File: src/rtl/reg_shift_sequencer.sv
// reg_shift_sequencer
// Multi-cycle controller for register-specified shifts. It latches Rm, Rs[7:0]
// and the shift type on start, moves at most STEP bit positions per cycle, and
// stalls the pipeline until the result is ready. val2_out is then presented
// with a one-cycle done pulse.
// Out-of-range and zero amounts are resolved in the start cycle without any
// SHIFT cycles.
// Optional feature: define REG_SHIFT_CARRY_EN to add carry_in/carry_out, which
// produce the shifter carry (the last bit shifted out).
module reg_shift_sequencer #(
  parameter int unsigned STEP = 4  // 1, 2, 4, 8 or 16
) (
  input  logic        clk,
  input  logic        rst,
  input  logic        start,
  input  logic        flush,
  input  logic [31:0] rm_val,
  input  logic [7:0]  rs_amt,
  input  logic [1:0]  shift_type,
  output logic        stall,
  output logic        done,
  output logic [31:0] val2_out
`ifdef REG_SHIFT_CARRY_EN
  ,
  input  logic        carry_in,
  output logic        carry_out
`endif
);

  localparam logic [1:0] LSL_SHIFT = 2'd0;
  localparam logic [1:0] LSR_SHIFT = 2'd1;
  localparam logic [1:0] ASR_SHIFT = 2'd2;
  localparam logic [1:0] ROR_SHIFT = 2'd3;

  localparam logic [4:0] STEP_W = 5'(STEP);

  typedef enum logic [1:0] {
    IDLE  = 2'd0,
    SHIFT = 2'd1,
    DONE  = 2'd2
  } state_e;

  state_e      state_q, state_d;
  logic [31:0] work_q, work_d;   // partially shifted operand
  logic [4:0]  rem_q, rem_d;     // bit positions still to shift
  logic [1:0]  type_q, type_d;   // latched shift type
  logic [31:0] val2_q, val2_d;   // delivered result

  // Decode of the request presented in IDLE
  logic        trivial;
  logic [31:0] triv_val;

  // One SHIFT cycle of the datapath
  logic [4:0]  step_amt;
  logic [31:0] step_val;

`ifdef REG_SHIFT_CARRY_EN
  logic        carry_q, carry_d;
  logic        triv_c;
  logic        step_c;
  logic [4:0]  lsl_idx;
  logic [4:0]  lsr_idx;
`endif

  // Classify the incoming request and produce the trivial result directly
  always_comb begin
    // NOTE: every variable assigned in an always_comb gets a default first, so no path can leave it unassigned and infer a latch.
    trivial  = 1'b0;
    triv_val = rm_val;
`ifdef REG_SHIFT_CARRY_EN
    triv_c   = carry_in;
`endif
    if (rs_amt == 8'd0) begin
      trivial  = 1'b1;
      triv_val = rm_val;
    end else if (shift_type == ROR_SHIFT) begin
      if (rs_amt[4:0] == 5'd0) begin
        trivial  = 1'b1;
        triv_val = rm_val;
`ifdef REG_SHIFT_CARRY_EN
        triv_c   = rm_val[31];
`endif
      end
    end else if (|rs_amt[7:5]) begin
      trivial = 1'b1;
      if (shift_type == ASR_SHIFT) begin
        triv_val = {32{rm_val[31]}};
`ifdef REG_SHIFT_CARRY_EN
        triv_c   = rm_val[31];
`endif
      end else begin
        triv_val = 32'd0;
`ifdef REG_SHIFT_CARRY_EN
        if (rs_amt == 8'd32) begin
          triv_c = (shift_type == LSL_SHIFT) ? rm_val[0] : rm_val[31];
        end else begin
          triv_c = 1'b0;
        end
`endif
      end
    end
  end

  // Shift the working value by min(remaining, STEP) positions
  always_comb begin
    step_amt = (rem_q < STEP_W) ? rem_q : STEP_W;
    case (type_q)
      LSL_SHIFT: step_val = work_q << step_amt;
      LSR_SHIFT: step_val = work_q >> step_amt;
      ASR_SHIFT: step_val = $unsigned($signed(work_q) >>> step_amt);
      default:   step_val = (work_q >> step_amt) |
                            (work_q << (6'd32 - {1'b0, step_amt}));
    endcase
`ifdef REG_SHIFT_CARRY_EN
    lsl_idx = 5'(6'd32 - {1'b0, step_amt});
    lsr_idx = step_amt - 5'd1;
    case (type_q)
      LSL_SHIFT: step_c = work_q[lsl_idx];
      LSR_SHIFT,
      ASR_SHIFT: step_c = work_q[lsr_idx];
      default:   step_c = step_val[31];
    endcase
`endif
  end

  // Next-state logic and combinational stall/done outputs
  always_comb begin
    state_d = state_q;
    work_d  = work_q;
    rem_d   = rem_q;
    type_d  = type_q;
    val2_d  = val2_q;
`ifdef REG_SHIFT_CARRY_EN
    carry_d = carry_q;
`endif
    stall   = 1'b0;
    done    = 1'b0;
    case (state_q)
      IDLE: begin
        if (start && !flush) begin
          stall = 1'b1;
          if (trivial) begin
            val2_d  = triv_val;
`ifdef REG_SHIFT_CARRY_EN
            carry_d = triv_c;
`endif
            state_d = DONE;
          end else begin
            work_d  = rm_val;
            rem_d   = rs_amt[4:0];
            type_d  = shift_type;
            state_d = SHIFT;
          end
        end
      end
      SHIFT: begin
        stall = 1'b1;
        if (flush) begin
          rem_d   = 5'd0;
          state_d = IDLE;
        end else begin
          work_d = step_val;
          rem_d  = rem_q - step_amt;
          if (rem_q == step_amt) begin
            val2_d  = step_val;
`ifdef REG_SHIFT_CARRY_EN
            carry_d = step_c;
`endif
            state_d = DONE;
          end
        end
      end
      DONE: begin
        done    = 1'b1;
        state_d = IDLE;
      end
      default: state_d = IDLE;
    endcase
  end

  // State and datapath registers with synchronous reset
  always_ff @(posedge clk) begin
    // NOTE: sequential state uses non-blocking assignments so every register samples pre-edge values regardless of statement order.
    if (rst) begin
      state_q <= IDLE;
      work_q  <= 32'd0;
      rem_q   <= 5'd0;
      type_q  <= LSL_SHIFT;
      val2_q  <= 32'd0;
`ifdef REG_SHIFT_CARRY_EN
      carry_q <= 1'b0;
`endif
    end else begin
      state_q <= state_d;
      work_q  <= work_d;
      rem_q   <= rem_d;
      type_q  <= type_d;
      val2_q  <= val2_d;
`ifdef REG_SHIFT_CARRY_EN
      carry_q <= carry_d;
`endif
    end
  end

  assign val2_out = val2_q;
`ifdef REG_SHIFT_CARRY_EN
  assign carry_out = carry_q;
`endif

endmodule

File: config.mk
export PLATFORM = sky130hd
export DESIGN_NAME = reg_shift_sequencer
export DESIGN_NICKNAME = d
export VERILOG_FILES = /design/src/rtl/reg_shift_sequencer.sv
export SDC_FILE = /design/constraint.sdc
export NUM_CORES = 1
export LEC_CHECK = 0
export CAP_MARGIN = 10
export CORE_MARGIN = 3
export CORE_UTILIZATION = 53
export CTS_CLUSTER_DIAMETER = 200
export DETAILED_ROUTE_END_ITERATION = 16
export HOLD_SLACK_MARGIN = 0.02
export PLACE_DENSITY = 0.73
export SETUP_SLACK_MARGIN = 0.05
export SYNTH_ARGS = -nofsm -noshare
export SYNTH_HDL_FRONTEND = slang
export SYNTH_SLANG_ARGS = --single-unit
File: constraint.sdc
create_clock -name clk -period 4 [get_ports clk]
set_input_delay 0.8 -clock clk [delete_from_list [all_inputs] [get_ports clk]]
set_output_delay 0.8 -clock clk [all_outputs]
set_load 0.01 [all_outputs]
==> summary.md, run 1 <==
| Metric | Value |
|---|---|
| Post-synthesis cell area | 6820 um^2 |
| Synth Area per Inst | 7.55 um^2 |
| Crit-path cells | or3_2, nor2_2, inv_1, ha_1, buf_4, nor3_1, a2111oi_0, o21ai_1, a211oi_1 |
| Pin count of the biggest net entering global routing | 70 |
| Slew @ Worst Pin | 0.961 ns |
| Fraction of layout cells with a size suffix above 1 | 11.4% |
| #FFs+latches synth | 73 |
| Global-route wire length before repair | 39600 um |
| Ys async rst share | 0% |
| Status | completed |
| Crit path DAT | 3.82 ns |
| Final Hold Fails | 0 |
| Setup bufs post-CTS | 0 |
| Via count | 7713 |
| Drt first pass iters | 5 |
| Fin area | 7820 um^2 |
| CTS tree | built |
| Synth warnings | 0 |
| CP Capture Type | flop |
| DR iter-0 viols | 1182 |
| CTS Buf Count | 9 |
| Lkg Pwr | 2.67 nW |
| Core area | 12300 um^2 |
| Row count | 40 |
| Synth top area cells | dfxtp_1 (21%), mux4_2 (7.9%), mux2i_1 (7.0%) |
| Pins Over Slew Limit | 0 |
| Die width | 119 um |
| Quantity of gates resized following cts | 0 |
| Synth top cells by count | nand2_1 (93), clkbuf_1 (81), nor2_1 (76) |
| DRT antenna net count | 0 |
| Setup TNS Final | 0 ns |
| Clock buffer depth | 2 |
| Max cap viols | 0 |
| PnR Total Power | 0.00238 W |
| Tcrit/Tclk final | 89.5% |
| Area post-placement | 7520 um^2 |
| Area occupied by multi-input gates | 4830 um^2 |
| Post-synth EDFFs | 0 |
| Count leader, synth | nand2_1 |
| Global route total overflow | 0 |
| Syn Inst Count | 903 |
| H-tree Lvls | 3 |
| I/O Pins | 80 |
| Clock sink total | 73 |
| Vias in the first global route | 7023 |
| HPWL Detailed | 17000 um |
| Syn Nets | 952 |
| Port Buf Inserts | 79 |
| Layout net count | 951 |
| Clock latency on the worst-skew pair | 0.33 ns |
| Starting Density | 55.4% |
| Max stage delay cell, worst path | a2111oi_0 |
| Max IR drop VDD | 0.237 mV |
| Final WL | 25200 um |
| CP max stage delay | 0.82 ns |
| CTS root buf | clkbuf_16 |
| Die footprint | 14300 um^2 |
| Register area | 1460 um^2 |
| Worst path buffer plus inverter count | 2 |
| Ant diodes | 0 |
| Setup violations, final | 0 |
| Post-synth top area share | 21.4% |
| Wire per inst | 23.4 um |
| Worst Path Required | 4.24 ns |
| Startpoint Class | flop |
| # DRC | 0 |
| Die height | 119 um |
| Antenna violations before repair | 0 |
| Inst Count DP | 1059 |
| Clock-pin slew on the worst setup and hold paths | 0.06 ns |
| Achievable Freq | 279 MHz |
| Hold_buf cts | 0 |
| Rel. slew slack | 35.8% |
| Main synth FF type | dfxtp_1 |
| CP delay by family, top | compound AO/OA/AOI/OAI gates |
| Worst Clk Skew | 0.00530 ns |
| Worst Hold Class | flop to flop |
| Setup CP Type | flop to flop |
| Synth unique cells | 80 |
| Layout fillers | 1094 |
| Min Tclk post-route | 3.58 ns |
| Yosys top cell by area | dfxtp_1 |
| GP Congestion | 0.944 |
| Routed vias/inst | 7.17 |
| Area grow syn2layout | 14.8% |
| Pwr/cell area | 304 nW/um^2 |
| Total track usage | 34.3% |
| Post-synthesis sequential area ratio | 21.4% |
| Non-Filler Instances | 1075 |
| CP Max Fanout | 13 |
| RSZ-0062 raised after global routing | false |
[flip-flops by register name (all words and copies together), names as in the netlist]
register	flops
rem_q	5
type_q	2
work_q	32
val2_out	32
state_q	2
[report_power, final]
part | switching, W | total, W | internal [W]
Clock | 0.000315 | 0.000799 | 0.000485
Sequential | 0.0000808 | 0.000854 | 0.000773
Combinational | 0.000426 | 0.000724 | 0.000297
[logic make-up (layout without fill, tap and decap cells)]
family,after synthesis,count (layout),share of synthesized area [%]
flip-flops,73,73,21.4
buffers and inverters,127,131,8.04
XOR/XNOR,3,3,0.386
multiplexers,89,89,17.8
AND/OR/NAND/NOR,281,281,19.4
AO/OA/AOI/OAI,325,325,32.3
other,2,2,0.110
adder cells (fa/ha/maj),3,3,0.551
[worst paths after layout]
path / from / endpoint / slack (ns) / depth (start not counted)
worst max register to register: rem_q[4]$_SDFFE_PP0P_ / work_q[26]$_SDFFE_PP0P_ / 0.42 / 9
worst min register to register: val2_out[31]$_SDFFE_PP0P_ / val2_out[31]$_SDFFE_PP0P_ / 0.48 / 2
worst min-delay path: val2_out[31]$_SDFFE_PP0P_ / val2_out[31]$_SDFFE_PP0P_ / 0.48 / 2
worst max-delay path: rem_q[4]$_SDFFE_PP0P_ / work_q[26]$_SDFFE_PP0P_ / 0.42 / 9
[cell type report]
class                   instances  area share, %
clock buffers                  10           2.93
clock inverters                 6          0.864
inverters                      10          0.480
multi-input cells             703           61.8
flip-flops and latches         73           18.7
well taps                     168           2.69
repair buffers                105           12.6
[routing by layer]
metal | part of all wire (%) | track usage (%) | vias up
met4 | 3.6 | 14.1 | 0
li1 | - | - | 3402
met1 | 42 | 50.5 | 3622
met5 | 0 | 0 | -
met3 | 14 | 10.7 | 89
met2 | 40 | 45.7 | 600
[worst reg2reg max path, stage by stage, from the launching register on]
cell and delay [ns]:
dfxtp_1 0.43, or3_2 0.54, nor2_2 0.12, inv_1 0.07, ha_1 0.59, buf_4 0.28
nor3_1 0.07, a2111oi_0 0.82, o21ai_1 0.31, a211oi_1 0.27
[stage by stage]
step,hold WS [ns],utilization [%],worst slack [ns]
after floorplan,0.490,-,0.714
after global placement,0.480,61.1,0.504
after detailed placement,0.469,61.1,0.435
after CTS,0.481,63.5,0.589
after global routing,0.520,63.5,0.345
final,0.478,63.5,0.421
[placed cells by master (no fill, tap or decap), types with 10 or more instances in the layout]
master,n
nand3_1,36
a31oi_1,22
nor2_1,75
dfxtp_1,73
a211oi_1,37
mux4_2,24
a21oi_1,74
o221ai_1,11
o211ai_1,10
nor3_1,22
mux2_2,17
clkdlybuf4s50_1,79
o21ai_0,62
buf_4,26
mux2i_1,48
a311oi_1,10
nand2_1,93
Power figures use the tool's default switching activity.
==> run 2: changes to the inputs <==
--- a/config.mk
+++ b/config.mk
@@ -13,6 +13,7 @@
 export HOLD_SLACK_MARGIN = 0.02
 export PLACE_DENSITY = 0.73
 export SETUP_SLACK_MARGIN = 0.05
+export SLEW_MARGIN = 20
 export SYNTH_ARGS = -nofsm -noshare
 export SYNTH_HDL_FRONTEND = slang
 export SYNTH_SLANG_ARGS = --single-unit
==> results of run 2 <==
Final layout, timing and power as in run 1 (identical DEF).
